File: config.mk
export PLATFORM = sky130hd
export DESIGN_NAME = pipe_skid_buffer
export DESIGN_NICKNAME = d
export VERILOG_FILES = /design/src/rtl/pipe_skid_buffer.sv
export SDC_FILE = /design/constraint.sdc
export NUM_CORES = 1
export LEC_CHECK = 0
export ABC_AREA = 1
export ABC_CLOCK_PERIOD_IN_PS = 1730
export CAP_MARGIN = 0
export CELL_PAD_IN_SITES_DETAIL_PLACEMENT = 1
export CELL_PAD_IN_SITES_GLOBAL_PLACEMENT = 1
export CORE_MARGIN = 4
export CORE_UTILIZATION = 33
export DETAILED_ROUTE_END_ITERATION = 12
export PLACE_DENSITY_LB_ADDON = 0.2
export RECOVER_POWER = 100
export SETUP_SLACK_MARGIN = 0.1
export SYNTH_ARGS = -nofsm -noshare
export SYNTH_HDL_FRONTEND = slang
export SYNTH_SLANG_ARGS = --single-unit
File: constraint.sdc
create_clock -name clk -period 1.73 [get_ports clk]
set_input_delay 0.173 -clock clk [delete_from_list [all_inputs] [get_ports clk]]
set_output_delay 0.173 -clock clk [all_outputs]
set_load 0.01 [all_outputs]
File: src/rtl/pipe_skid_buffer.sv
// pipe_skid_buffer: two-entry valid/ready skid buffer with registered in_ready; optional synchronous flush when SKID_BUF_FLUSH_EN is defined
module pipe_skid_buffer #(
    parameter int N = 32
) (
    input  logic         clk,
    input  logic         rst,
`ifdef SKID_BUF_FLUSH_EN
    input  logic         flush,
`endif
    input  logic         in_valid,
    output logic         in_ready,
    input  logic [N-1:0] in_data,
    output logic         out_valid,
    input  logic         out_ready,
    output logic [N-1:0] out_data,
    output logic [1:0]   level
);
    typedef enum logic [1:0] {EMPTY = 2'd0, ONE = 2'd1, TWO = 2'd2} state_t;
    state_t       r_state, w_next;
    logic [N-1:0] r_main, r_skid;
    logic         w_accept, w_take, w_flush;
    logic         w_load_main, w_load_skid, w_shift;
`ifdef SKID_BUF_FLUSH_EN
    assign w_flush = flush;
`else
    assign w_flush = 1'b0;
`endif
    assign in_ready  = (r_state != TWO);
    assign out_valid = (r_state != EMPTY);
    assign level     = r_state;
    assign out_data  = r_main;
    assign w_accept  = in_valid & in_ready;
    assign w_take    = out_valid & out_ready;
    // next state and data-register load selects; flush overrides any handshake
    always_comb begin
        w_next      = r_state;
        w_load_main = 1'b0;
        w_load_skid = 1'b0;
        w_shift     = 1'b0;
        if (w_flush) begin
            w_next = EMPTY;
        end else begin
            case (r_state)
                EMPTY: begin
                    w_load_main = w_accept;
                    w_next      = w_accept ? ONE : EMPTY;
                end
                ONE: begin
                    w_load_main = w_accept & w_take;
                    w_load_skid = w_accept & ~w_take;
                    w_next      = (w_accept & ~w_take) ? TWO : (~w_accept & w_take) ? EMPTY : ONE;
                end
                TWO: begin
                    w_shift = w_take;
                    w_next  = w_take ? ONE : TWO;
                end
                default: w_next = EMPTY;
            endcase
        end
    end
    // state register
    always_ff @(posedge clk or negedge rst) begin
        if (!rst) r_state <= EMPTY;
        else      r_state <= w_next;
    end
    // payload registers: main feeds the output, skid absorbs the in-flight beat
    always_ff @(posedge clk or negedge rst) begin
        if (!rst) begin
            r_main <= '0;
            r_skid <= '0;
        end else begin
            if (w_load_main) r_main <= in_data;
            else if (w_shift) r_main <= r_skid;
            if (w_load_skid) r_skid <= in_data;
        end
    end
endmodule

==> out/results.ini <==
[run_status]
status = complete, no violations

[yosys]
yosys_warnings = 0
synth_area_leaders = dfrtp_1 50%, nand2_1 15%, nand4_1 12%
yosysTopAreaCell = dfrtp_1
ys_seq_area_share_pct = 49.94
synth.distinct_cells = 18
ys.flop_type = dfrtp_1
netlist_top_cells_count = 131 x nand2_1, 66 x dfrtp_1, 64 x nand4_1
synth_edf_count = 0
netlist_area_sq_mm = 0.003307
synth-seq-cells = 66
avgSynthCellArea_sq_um = 8.066
synth_top_area_share_pct = 49.94
synth_fp_nets = 447
yosysMostFrequentCell = nand2_1
synthArstFlopShare_pct = 100.0
synthCells = 410

[grt]
grt_pass1_wl_um = 17600
grt_start_max_net_pins = 42
overflow = 0
antenna_found_initial = 0
grt_pass1_vias = 3349
grt.total_usage_pct = 19.07

[cells_and_area]
area_delta_synth_final_pct = 34.05
antennaDiodeCount = 0
drive_gt1_share_pct = 10.74
n_fill_cell = 1202
nets = 517

[floorplan]
rows = 36
die_x_um = 108.1
pin_count = 72
start_util_pct = 33.83
core_area_sq_mm = 0.009774
die_h_um = 108.1
die-area_sq_mm = 0.01169

[route]
antenna_left = 0
wl_per_cell_um = 16.77
route.detailed.drc = 0
drt_wl_total_um = 10350
drt_pass1_iterations = 4
viasPerCell = 5.011
num_vias = 3092
drt_iter0_drc = 186

[power_and_ir_drop]
p_comb_share_pct = 45.2
p_clk_share_pct = 18.2
ir_worst_vdd_mv = 0.5333
p_int_w = 0.004637
switchingPower_w = 0.002872
switching_share_pct = 38.25
cellPowerDensity_mw_per_mm2 = 1694
seqPwrFrac_pct = 36.6
p_leak_nw = 2.176

[place]
gp_routability_congestion = 0.7471
hpwl_um = 6455
portBuffers = 71
dp_worst_setup_slack_ns = -0.03485

[sta]
finalMaxSlewViolations = 0
rsz0062_at_grt = false
hold_violations = 0
max_freq_mhz = 638.4
finalCriticalPeriod_ns = 1.566
slew_headroom_pct = 27.07
finalCritPeriodShare_pct = 90.55
whs_ns = 0.3929
worst_slew_pin_slew_ns = 1.094
setup_slack_ns = 0.1635
setup_viol = 0
finClkSkew_ns = 0.006702

[cts]
numCtsBuffers = 9
cts_tree = yes
clock_latency_ns = 0.34
htreeDepth = 3
clockBufferDepth = 2
path_clk_slew_ns = 0.07
clock_sinks = 66
root_buffer = clkbuf_8

[critical_path]
cp.arrival_ns = 1.80
critPathMaxFanout = 24
cp-end-kind = register
crit_path_start_kind = register
worstPathRequired_ns = 1.96
crit_type = register to register

[worst_hold_path]
min_path_type = primary input to register

[flow_run]
max_cap_viol_count = 0

-- cells in the final DEF (no fill, tap or decap), types with 4 or more instances in the layout --
master / Yosys / final
o21ai_0: 11 / 29
buf_6: 5 / 4
buf_4: 10 / 14
buf_12: 0 / 4
inv_1: 35 / 35
o21ai_1: 22 / 4
nand3_1: 35 / 33
dfrtp_1: 66 / 64
dlygate4sd3_1: 0 / 33
clkdlybuf4s50_1: 0 / 33
nand4_1: 64 / 64
clkbuf_8: 0 / 12
nand2_1: 131 / 129
-- repair_timing --
| action | in CTS | in global routing |
|---|---|---|
| pin swaps | 0 | 0 |
| setup endpoints to repair | 3 | 24 |
| gates resized for setup | 7 | 8 |
| buffers inserted | 1 | 3 |
| hold buffers | 1 | 0 |
| hold endpoints to repair | 39 | 0 |
-- final cells by class --
class                           instances  area, sq um  share of cell area [%]
Sequential cell                        66         1654                   37.31
Multi-Input combinational cell        269         1313                   29.61
Timing Repair Buffer                   97        957.2                   21.59
Clock buffer                           13        168.9                   3.810
Tap cell                              133        166.4                   3.754
Inverter                               37        138.9                   3.133
Clock inverter                          2        35.03                  0.7903
-- routing by layer --
metal	GRT usage (%)	wire (um)	vias up	share of wire (%)
met2	31.22	4906	59	47
met3	3.284	394	14	3.8
li1	-	-	1511	-
met1	25.35	4886	1508	47
met5	0	0	-	0
met4	7.033	157	0	1.5
-- state kept, by name, summed over array words and instances (netlist names) --
name	cells
r_skid	32
level	2
out_data	32
-- stage by stage --
step | instances | utilization [%] | total power, W | setup TNS [ns] | cell area (sq um)
2_1_floorplan | 410 | - | 0.004658 | 0 | 3351
3_5_place_dp | 597 | 42.70 | 0.006264 | -0.5799 | 4174
5_1_grt | 617 | 45.35 | 0.008141 | 0 | 4433
3_3_place_gp | 597 | 42.70 | 0.006141 | 0 | 4174
6_report | 617 | 45.35 | 0.007509 | 0 | 4433
4_1_cts | 614 | 45.05 | 0.007733 | 0 | 4403
-- kinds of logic (layout without fill, tap and decap cells) --
kind of cell	after synthesis	after routing	synth area share (%)
flip-flops	66	66	49.94
adder cells (fa/ha/maj)	1	1	0.3783
AO/OA/AOI/OAI	35	35	5.449
buffers and inverters	75	149	11.39
AND/OR/NAND/NOR	233	233	32.84
-- power by group through the flow --
stage | sequential (W) | combinational, W | clock [W]
6_report | 0.00275 | 0.00339 | 0.00137
5_1_grt | 0.00285 | 0.00380 | 0.00150
4_1_cts | 0.00277 | 0.00355 | 0.00142
3_5_place_dp | 0.00278 | 0.00348 | 0
3_3_place_gp | 0.00276 | 0.00338 | 0
2_1_floorplan | 0.00287 | 0.00178 | 0
-- worst max-delay path, stage by stage (launching register included) --
cell and delay [ns]:
dfrtp_2 0.44, inv_2 0.10, a21boi_2 0.07, ha_1 0.23, nand3_4 0.14, buf_6 0.23, nand3_1 0.11, nand2_1 0.09
nand2_1 0.05
-- worst paths after layout --
| path | endpoint | cells past startpoint | start | slack, ns |
|---|---|---|---|---|
| max in group asynchronous | out_data[18]$_DFFE_PN0P_ | 3 | rst | 0.34 |
| min reg2reg | r_skid[1]$_DFFE_PN0P_ | 2 | r_skid[1]$_DFFE_PN0P_ | 0.49 |
| max | out_data[6]$_DFFE_PN0P_ | 8 | level[0]$_DFF_PN0_ | 0.16 |
| max reg2reg | out_data[6]$_DFFE_PN0P_ | 8 | level[0]$_DFF_PN0_ | 0.16 |
| min in group asynchronous | out_data[4]$_DFFE_PN0P_ | 2 | rst | 0.57 |
| min | level[0]$_DFF_PN0_ | 5 | out_ready | 0.39 |
Power figures use the tool's default switching activity.
